### src/rtl/div_wave_gen_if.sv
// Signal bundle between the frequency regulator and the PSI waveform generator.
// The regulator side drives the run request and ratio; the generator drives the waveform and status.
interface div_wave_gen_if #(
    parameter int WIDTH = 8
);
    logic             en;
    logic [WIDTH-1:0] div_in;
    logic             wave_out;
    logic             period_done;
    logic [WIDTH-1:0] active_div;
    logic [WIDTH-1:0] phase_cnt;

    modport master (
        output en, div_in,
        input  wave_out, period_done, active_div, phase_cnt
    );

    modport slave (
        input  en, div_in,
        output wave_out, period_done, active_div, phase_cnt
    );
endinterface

### src/rtl/div_wave_gen.sv
// 50 %-duty PSI generator: D cycles high, D cycles low, with the ratio latched only at period starts.
// All outputs come straight from registers, so there is no input-to-output combinational path.
module div_wave_gen #(
    parameter int               WIDTH     = 8,
    parameter int               MIN_DIV   = 2,
    parameter logic [WIDTH-1:0] RESET_DIV = 8'h7F
) (
    input  logic           clk,
    input  logic           rst,
    div_wave_gen_if.slave  bus
);
    localparam logic [WIDTH-1:0] MIN_DIV_W = WIDTH'(MIN_DIV);
    localparam logic [WIDTH-1:0] ONE       = WIDTH'(1);

    typedef enum logic [1:0] {
        IDLE = 2'd0,
        HIGH = 2'd1,
        LOW  = 2'd2
    } state_e;

    state_e           state_q;
    logic             wave_q;
    logic             done_q;
    logic [WIDTH-1:0] div_q;
    logic [WIDTH-1:0] cnt_q;

    logic [WIDTH-1:0] div_d;
    logic             phase_end;

    // Clamp the requested ratio and detect the last cycle of a phase.
    always_comb begin
        div_d     = (bus.div_in < MIN_DIV_W) ? MIN_DIV_W : bus.div_in;
        phase_end = (cnt_q == div_q - ONE);
    end

    // NOTE: every register in this block uses <= so all updates see the pre-edge values together.
    always_ff @(posedge clk or negedge rst) begin
        if (!rst) begin
            state_q <= IDLE;
            wave_q  <= 1'b0;
            done_q  <= 1'b0;
            div_q   <= RESET_DIV;
            cnt_q   <= '0;
        end else begin
            // NOTE: the boundary pulse defaults low here so it lasts exactly one cycle.
            done_q <= 1'b0;
            case (state_q)
                IDLE: begin
                    cnt_q <= '0;
                    if (bus.en) begin
                        state_q <= HIGH;
                        wave_q  <= 1'b1;
                        div_q   <= div_d;
                        done_q  <= 1'b1;
                    end
                end
                HIGH: begin
                    if (phase_end) begin
                        state_q <= LOW;
                        wave_q  <= 1'b0;
                        cnt_q   <= '0;
                    end else begin
                        cnt_q <= cnt_q + ONE;
                    end
                end
                LOW: begin
                    if (phase_end) begin
                        cnt_q  <= '0;
                        done_q <= 1'b1;
                        if (bus.en) begin
                            state_q <= HIGH;
                            wave_q  <= 1'b1;
                            div_q   <= div_d;
                        end else begin
                            state_q <= IDLE;
                            wave_q  <= 1'b0;
                        end
                    end else begin
                        cnt_q <= cnt_q + ONE;
                    end
                end
                default: begin
                    state_q <= IDLE;
                    wave_q  <= 1'b0;
                    cnt_q   <= '0;
                end
            endcase
        end
    end

    assign bus.wave_out    = wave_q;
    assign bus.period_done = done_q;
    assign bus.active_div  = div_q;
    assign bus.phase_cnt   = cnt_q;
endmodule

### src/flat_wrapper.sv
// flat-port wrapper written by rule: the top's interface ports become plain ports
module div_wave_gen_flat 
#(
    parameter int               WIDTH     = 8,
    parameter int               MIN_DIV   = 2,
    parameter logic [WIDTH-1:0] RESET_DIV = 8'h7F
)
  (clk, rst, bus_en, bus_div_in, bus_wave_out, bus_period_done, bus_active_div, bus_phase_cnt);
  div_wave_gen_if #(.WIDTH(WIDTH)) bus_i ();
  input  logic clk;
  input  logic rst;
  input wire logic [$bits(bus_i.en)-1:0] bus_en;
  input wire logic [$bits(bus_i.div_in)-1:0] bus_div_in;
  output wire logic [$bits(bus_i.wave_out)-1:0] bus_wave_out;
  output wire logic [$bits(bus_i.period_done)-1:0] bus_period_done;
  output wire logic [$bits(bus_i.active_div)-1:0] bus_active_div;
  output wire logic [$bits(bus_i.phase_cnt)-1:0] bus_phase_cnt;
  assign bus_i.en = bus_en;
  assign bus_i.div_in = bus_div_in;
  assign bus_wave_out = bus_i.wave_out;
  assign bus_period_done = bus_i.period_done;
  assign bus_active_div = bus_i.active_div;
  assign bus_phase_cnt = bus_i.phase_cnt;
  div_wave_gen #(.WIDTH(WIDTH), .MIN_DIV(MIN_DIV), .RESET_DIV(RESET_DIV)) u_core (.clk(clk), .rst(rst), .bus(bus_i));
endmodule
### config.mk
export PLATFORM = sky130hd
export DESIGN_NAME = div_wave_gen_flat
export DESIGN_NICKNAME = d
export VERILOG_FILES = /design/src/rtl/div_wave_gen_if.sv /design/src/rtl/div_wave_gen.sv /design/src/flat_wrapper.sv
export SDC_FILE = /design/constraint.sdc
export NUM_CORES = 1
export LEC_CHECK = 0
export BUFFER_PORTS_ARGS = -buffer_cell sky130_fd_sc_hd__buf_2
export CAP_MARGIN = 20
export CORE_AREA = 2 2 44 66
export CTS_CLUSTER_DIAMETER = 30
export DETAILED_ROUTE_END_ITERATION = 10
export DIE_AREA = 0 0 46 68
export PLACE_DENSITY = 0.74
export SETUP_SLACK_MARGIN = 0.05
export SYNTH_ARGS = -nofsm -noshare
export SYNTH_HDL_FRONTEND = slang
export SYNTH_SLANG_ARGS = --single-unit
### constraint.sdc
create_clock -name clk -period 3.3 [get_ports clk]
set_input_delay 0.66 -clock clk [delete_from_list [all_inputs] [get_ports clk]]
set_output_delay 0.66 -clock clk [all_outputs]
set_load 0.01 [all_outputs]
Word-level counts from Yosys, hierarchy flattened
Index checks and enable logic that the tools add are counted.

storage, ports and cells
  register bits = 20
  latch bits = 0
  bits in writable memories = 0
  ROM bits = 0
  bits of input ports = 11
  output and inout port bits = 18
  word-level logic and storage cells = 37
  memories kept = 0

operators by class
  add/sub/neg operators = 2
  multiply operators = 0
  divide/modulo/power cells = 0
  order comparisons = 1
  eq/ne operators = 6
  shifts and indexed selects = 0
  mux-type cells = 18
  bitwise gates (word level) = 0
  reductions and logical operators = 5

operators by type and width
  operator             number
  $mux 8               5
  $pmux 8 s2           1
  $add 8x1->8 const B  1
  $eq 8x8->1           1
  $lt 8x2->1 const B   1
  $sub 8x1->8 const B  1
  $mux 1               6
  $mux 2               3
  $pmux 2 s3           1
  $ne 2x1->1 const B   2
  $pmux 1 s3           1
  $reduce_and 3->1     1
  $eq 2x1->1 const B   1
  $eq 2x2->1 const B   1
  $logic_not 2->1      1
  $ne 2x2->1 const B   1
  $pmux 1 s2           1
  $reduce_and 2->1     1
  $reduce_bool 2->1    1
  $reduce_or 2->1      1

Depth between registers and ports, before layout
Gate-level depths: netlist of run 1.

  depth in word-level cells = 5
  mapped depth = 8
  mapped depth without buffers = 8

Least setup slack after synthesis of run 1
Ideal clock, no wire load.

  path kind = register to register
  from = reg u_core.div_q[0] (netlist: u_core.bus.active_div[0])
  to = reg u_core.div_q[7] (netlist: u_core.bus.active_div[7])
  setup time = 0.125 ns
  arrival = 2.506 ns
  required time = 3.175 ns
  slack = 0.669 ns
  stages on the path, launching flop included = 8
  buffers on the path = 0
  period minus slack after synthesis = 2.631 ns
  cell sequence = dfstp_2 inv_1 ha_1 xnor2_1 a211oi_1 o211ai_1 o41ai_4 mux2_4

between the ends
  longest elaborated chain between the ends = 4

RTL lines
  item                               line                source
  start: declaration                 div_wave_gen.sv:24  logic [WIDTH-1:0] div_q;
  start signal: assignment           div_wave_gen.sv:53  div_q <= div_d;
  start signal: assignment           div_wave_gen.sv:73  div_q <= div_d;
  $sub 8x1->8                        div_wave_gen.sv:33  phase_end = (cnt_q == div_q - ONE);
  $eq 8x8->1                         div_wave_gen.sv:33
  $ne 2x1->1 (no source line)        n/a
  $reduce_and 2->1 (no source line)  n/a

No other way between the ends.
A chain may end at the register's enable or synchronous reset.

Final worst setup path of run 1
Ends and elaborated chain as after synthesis.

==> reports/results.ini, run 1 <==
[logic_synthesis]
yosysWarningCount = 0
ys_types = 43
synth_edf_count = 0
yosys.area.top_type = dfrtp_1
yosysSeqAreaShare_pct = 40.3
ys_top_cells_by_area = dfrtp_1, dfstp_2, mux2_4
synthCells = 115
postSynth.asyncResetShare_pct = 100
synth_top_area_share_pct = 25.8
synth_area_sq_um = 1260
avgSynthCellArea_sq_um = 11.0
synth_common_cells = dfrtp_1, nor2_1, xor2_1, dfstp_2, ha_1
synth_seq_cells = 20
ys.flop_type = dfrtp_1
yosysMostFrequentCell = dfrtp_1
syn-num-nets = 133

[layout]
fin_util_pct = 57.4
final_area_sq_um = 1490
antennaDiodeCount = 0
layout-drive-gt1-share_pct = 37.2
areaGrowthSynthToFinish_pct = 17.7
num-nets-final = 167

[power]
power_density_nw_per_um2 = 857
p_total_mw = 1.27
p_leak_nw = 0.733
ir_worst_vdd_mv = 0.520

[clock_network]
cts_tree = built
clk_latency_ns = 0.26
cts_buffer_depth = 2
clk_pin_slew_ns = 0.08
cts-resized-gates = 0
postCtsHoldBufs = 0
cts_root_buf = clkbuf_8
h-tree-depth = 1
post-cts-setup-buffers = 0
cts_buffers = 3
clock_sinks = 20

[setup_path]
required_ns = 3.44
start_kind = register
worstPathMaxFanout = 9
arrival_ns = 2.73
endpoint_kind = register
path_class = reg -> reg

[global_route]
grt.total_usage_pct = 18.5
grt_pass1_vias = 975
gr-total-overflow = 0
grt_max_degree = 21
grt_pass1_wl_mm = 4.23
antenna_found_initial = 0

[floorplan]
die_h_microns = 68
die_x_microns = 46
coreArea_sq_um = 2590
start_util_pct = 48.7
die-area_sq_um = 3130
ioPinCount = 29
placementRows = 23

[drt]
antenna_left = 0
route.detailed.drc = 0
route.detailed.wl_per_inst_microns = 15.0
routed_wl_mm = 2.59
first_pass_iters = 4
via_per_inst = 5.76
vias = 996
drtIter0Drc = 16

[placement]
dp_hpwl_mm = 2.05
gp_congestion = 0.893
dpl_cell_area_sq_um = 1440
port_buffers = 28

[sta]
layout_min_cycle_time_ns = 2.59
rsz0062_at_grt = no
fmax_mhz = 386
fin_skew_ns = 0.00656
slew_headroom_pct = 69.9
worst_slew_pin_slew_ns = 0.451
hold_slack_ns = 0.336
drv_slew = 0
setup_viol = 0
min_period_over_period_pct = 78.5
finalSetupTns_ns = 0
hold_violations = 0

[worst_hold_path]
worstHoldPathType = in -> async

[run]
cap_violations = 0

[status]
status = complete, no violations

## power breakdown
part           internal [mW]  total, mW  switching [mW]  leakage, nW
sequential             0.363      0.492           0.129        0.246
combinational          0.315      0.616           0.302        0.465
clock                 0.0859      0.166          0.0799       0.0228
## flip-flops by register name (all words and copies together) (netlist names)
| register | count |
|---|---|
| u_core.state_q | 2 |
| u_core.bus.phase_cnt | 8 |
| u_core.bus.period_done | 1 |
| u_core.bus.active_div | 8 |
| u_core.bus.wave_out | 1 |
## critical path, cell delays in order (launching register included)
cell and delay (ns):
dfstp_2 0.40, inv_1 0.07, ha_1 0.21, or3b_1 0.39, a211oi_1 0.27, o211ai_1 0.22
o41ai_4 0.35, buf_4 0.25, mux2_4 0.31
## kinds of logic after synthesis
kind of cell               after synthesis  synth area share (%)
muxes                                    9                  9.61
DFF                                     20                  40.3
and+or+nand+nor                         42                  19.7
xor gates and xnor gates                13                  9.02
buffers and inverters                    6                  1.78
AOI/OAI and AO/OA                       18                  12.6
adders and majority gates                7                  6.94
## area by class of cell
class	instances	area (sq um)
multi-input combinational	89	731
timing repair buffer	29	148
tap	25	31.3
inverter	6	22.5
fill	243	1100
clock buffer	4	45.0
sequential	20	509
## path summary, 6_finish.rpt
kind / start / to / slack [ns] / cells past startpoint
max in group asynchronous: rst / u_core.bus.active_div[6] / 2.62 / 1
max: u_core.bus.active_div[0] / u_core.bus.active_div[7] / 0.71 / 8
max reg2reg: u_core.bus.active_div[0] / u_core.bus.active_div[7] / 0.71 / 8
min in group clk: u_core.bus.active_div[1] / u_core.bus.active_div[1] / 0.53 / 2
min reg2reg: u_core.bus.active_div[1] / u_core.bus.active_div[1] / 0.53 / 2
min: rst / u_core.bus.phase_cnt[2] / 0.34 / 1
## placed cells by master, fill, tap and decap left out, drive strengths merged, types with 4 or more instances in the layout
cell / synthesis / layout
buf: 0 / 29
dfrtp: 13 / 13
nor2: 12 / 12
xor2: 8 / 8
ha: 7 / 7
dfstp: 7 / 7
mux2: 7 / 7
inv: 6 / 6
nand3: 6 / 6
xnor2: 5 / 5
nand2b: 4 / 4
clkbuf: 0 / 4
## routing by layer
layer | GRT usage [%] | routed length [microns] | vias up
met5 | 0 | 0 | -
met4 | 9.64 | 68 | 0
met3 | 1.58 | 71 | 6
met2 | 31.6 | 1450 | 24
met1 | 22.4 | 998 | 485
li1 | - | - | 481
## metrics by stage
stage | setup WS, ns | std cells
after global placement | 0.823 | 169
after floorplan | 0.669 | 115
after global routing | 0.613 | 173
final | 0.710 | 173
after detailed placement | 0.734 | 169
after CTS | 0.732 | 173
No activity file was read; power rests on OpenSTA's default activity.
==> run 2: changes to the inputs <==
--- a/config.mk
+++ b/config.mk
@@ -5,13 +5,14 @@
 export SDC_FILE = /design/constraint.sdc
 export NUM_CORES = 1
 export LEC_CHECK = 0
+export ABC_AREA = 1
 export BUFFER_PORTS_ARGS = -buffer_cell sky130_fd_sc_hd__buf_2
 export CAP_MARGIN = 20
-export CORE_AREA = 2 2 44 66
+export CORE_AREA = 2 2 45 68
 export CTS_CLUSTER_DIAMETER = 30
 export DETAILED_ROUTE_END_ITERATION = 10
-export DIE_AREA = 0 0 46 68
-export PLACE_DENSITY = 0.74
+export DIE_AREA = 0 0 47 70
+export PLACE_DENSITY = 0.73
 export SETUP_SLACK_MARGIN = 0.05
 export SYNTH_ARGS = -nofsm -noshare
 export SYNTH_HDL_FRONTEND = slang
==> constraint.sdc (replaced) <==
create_clock -name clk -period 2.3 [get_ports clk]
set_input_delay 0.46 -clock clk [delete_from_list [all_inputs] [get_ports clk]]
set_output_delay 0.46 -clock clk [all_outputs]
set_load 0.01 [all_outputs]
==> reports/results.ini, run 2 <==
[sta]
hold_violations = 0  ; unchanged
worst_slew_pin_slew_ns = 0.460  ; +0.00876 ns
min_period_over_period_pct = 87.8  ; +9.3 points
finalSetupTns_ns = 0  ; unchanged
drv_slew = 0  ; unchanged
setup_viol = 0  ; unchanged
rsz0062_at_grt = no
hold_slack_ns = 0.148  ; -0.188 ns
fmax_mhz = 495  ; +28%
layout_min_cycle_time_ns = 2.02  ; -0.570 ns
slew_headroom_pct = 69.3  ; -0.58 points
fin_skew_ns = 0.00386  ; -0.00270 ns

[setup_path]
endpoint_kind = register
crit_top_cell = nand2_1
start_kind = register
path_delay_family = simple AND/OR/NAND/NOR gates
arrival_ns = 2.17  ; -0.56 ns
crit_chain = inv_1 > ha_1 > nand2_1 > inv_1 > nor2_1 > nand2_1 > nor2_1 > nand3_1 > nor2_2 > nand2_2 > nand2_4 > nand2_4 > nand2_1 > nand2_1
r2r-start = u_core.bus.active_div[0]
max_stage_delay_ns = 0.55  ; +0.15 ns
worstPathMaxFanout = 9  ; unchanged
path_class = reg -> reg
crit_start = u_core.bus.active_div[0]
r2r_slack_ns = 0.28  ; -0.43 ns
critical_path_buf_inv_count = 2  ; unchanged
cp_slowest_cell = dfstp_2
required_ns = 2.45  ; -0.99 ns

[clock_network]
cts-resized-gates = 0  ; unchanged
cts_buffer_depth = 2  ; unchanged
cts_buffers = 3  ; unchanged
postCtsHoldBufs = 0  ; unchanged
cts_root_buf = clkbuf_8
clk_latency_ns = 0.25  ; about the same
h-tree-depth = 1  ; unchanged
clock_sinks = 20  ; unchanged
clk_pin_slew_ns = 0.07  ; about the same
cts_tree = built
post-cts-setup-buffers = 0  ; unchanged

[power]
p_sw_share_pct = 45.5  ; +5.5 points
power_density_nw_per_um2 = 1210  ; +42%
p_seq_share_pct = 35.3  ; -3.3 points
clkPwrFrac_pct = 12.9  ; about the same
ir_worst_vdd_mv = 0.582  ; +12%
p_leak_nw = 0.820  ; +12%
power.share.combinational_pct = 51.8  ; +3.4 points
p_sw_uw = 828  ; +62%
p_int_uw = 990  ; +30%

[floorplan]
ioPinCount = 29  ; unchanged
coreArea_sq_um = 2760  ; +6.7%
start_util_pct = 45.6  ; -3.1 points
placementRows = 24  ; +4.3%
die-area_sq_um = 3290  ; +5.2%
die_h_microns = 70  ; +2.9%
die_x_microns = 47  ; +2.2%

[drt]
via_per_inst = 4.66  ; -19%
vias = 1124  ; +13%
drtIter0Drc = 19  ; +3
route.detailed.wl_per_inst_microns = 10.9  ; -27%
routed_wl_mm = 2.64  ; +1.7%
first_pass_iters = 4  ; unchanged
route.detailed.drc = 0  ; unchanged
antenna_left = 0  ; unchanged

[global_route]
grt_max_degree = 21  ; unchanged
grt.total_usage_pct = 19.1  ; +0.53 points
gr-total-overflow = 0  ; unchanged
grt_pass1_vias = 1130  ; +16%
grt_pass1_wl_mm = 4.71  ; +11%
antenna_found_initial = 0  ; unchanged

[worst_hold_path]
worstHoldPathType = in -> async

[logic_synthesis]
avgSynthCellArea_sq_um = 7.41  ; -32%
ys_types = 24  ; -44%
synth_top_area_share_pct = 25.8  ; +0.051 points
postSynth.asyncResetShare_pct = 100  ; unchanged
yosysWarningCount = 0  ; unchanged
yosysMostFrequentCell = nand2_1
synth_seq_cells = 20  ; unchanged
yosys.area.top_type = dfrtp_1
yosysSeqAreaShare_pct = 40.4  ; +0.080 points
synthCells = 170  ; +48%
synth_area_sq_um = 1260  ; -0.20%
synth_edf_count = 0  ; unchanged
ys.flop_type = dfrtp_1
syn-num-nets = 188  ; +41%
ys_top_cells_by_area = dfrtp_1, nand2_1, dfstp_2
synth_common_cells = nand2_1, inv_1, nor2_1, nand3_1, dfrtp_1

[layout]
fillerInstances = 301  ; +24%
layout_commonest_cell = nand2_1
layout-drive-gt1-share_pct = 25.7  ; -11 points
antennaDiodeCount = 0  ; unchanged
most-common-layout-cells = nand2_1, buf_2, inv_1
num-nets-final = 221  ; +32%
areaGrowthSynthToFinish_pct = 18.9

[placement]
gp_congestion = 0.854  ; -4.4%
port_buffers = 28  ; unchanged
dp_hpwl_mm = 2.11  ; +2.8%

[status]
status = complete, no violations

[run]
cap_violations = 0  ; unchanged

## run 2: cell types whose count changed in the layout (fill, tap and decap cells not counted), moves of 4 or more
| cell | before | now |
|---|---|---|
| nand2b_1 | 4 | 0 |
| mux2_4 | 6 | 0 |
| inv_1 | 6 | 23 |
| nor2_1 | 12 | 17 |
| nand3_1 | 6 | 16 |
| nand2_1 | 3 | 54 |
## run 2: worst paths after layout
check                                                end  cells after the start
worst max-delay path            u_core.bus.active_div[7]                     14
worst min-delay path                   u_core.state_q[1]                      1
worst max register to register  u_core.bus.active_div[7]                     14
worst min register to register  u_core.bus.active_div[0]                      2
max in group asynchronous       u_core.bus.active_div[0]                      1
min in group clk                u_core.bus.active_div[5]                      3
## run 2: cells by family (layout without fill, tap and decap cells)
logic type,count (synthesis),count (layout),share of synthesized area (%)
adder cells (fa/ha/maj),7,7,6.95
AND/OR/NAND/NOR,105,105,37.6
flip-flops,20,20,40.4
AO/OA/AOI/OAI,4,4,1.69
XOR/XNOR,8,8,5.56
buffers and inverters,26,58,7.74
## run 2: layout make-up
| type | count | area, sq um | area share (%) |
|---|---|---|---|
| Timing Repair Buffer | 29 | 148 | 9.86 |
| Multi-Input combinational cell | 124 | 653 | 43.6 |
| Tap cell | 39 | 48.8 | 3.26 |
| Inverter | 25 | 93.8 | 6.27 |
| Sequential cell | 20 | 509 | 34.0 |
| Clock buffer | 4 | 45.0 | 3.01 |
## run 2: per-stage QoR
stage	std cells	power (mW)	area (sq um)	utilization (%)	setup slack (ns)
after global placement	237	1.59	1450	52.6	0.339
final	241	1.82	1500	54.2	0.281
after global routing	241	2.02	1500	54.2	0.0856
after detailed placement	237	1.60	1450	52.6	0.293
after CTS	241	1.84	1500	54.2	0.276
after floorplan	170	1.32	1260	-	0.402
## run 2: worst reg2reg max path, delay by kind of cell (launching register included)
family | cells | cell delay [ns]
fa+ha+maj | 1 | 0.32
buf+inv | 2 | 0.13
flops | 1 | 0.55
simple gates | 11 | 0.91
## run 2: power groups by stage
stage	Sequential (mW)	Combinational [mW]	Clock [mW]
after global routing	0.662	1.10	0.259
final	0.642	0.941	0.235
after global placement	0.648	0.937	0
after floorplan	0.664	0.661	0
after detailed placement	0.651	0.947	0
after CTS	0.645	0.952	0.242
## run 2: per-layer routing
layer	wire length, microns	track usage, %
met1	1150	24.5
met2	1350	29.8
met3	78	2.58
met4	59	9.88
met5	0	0
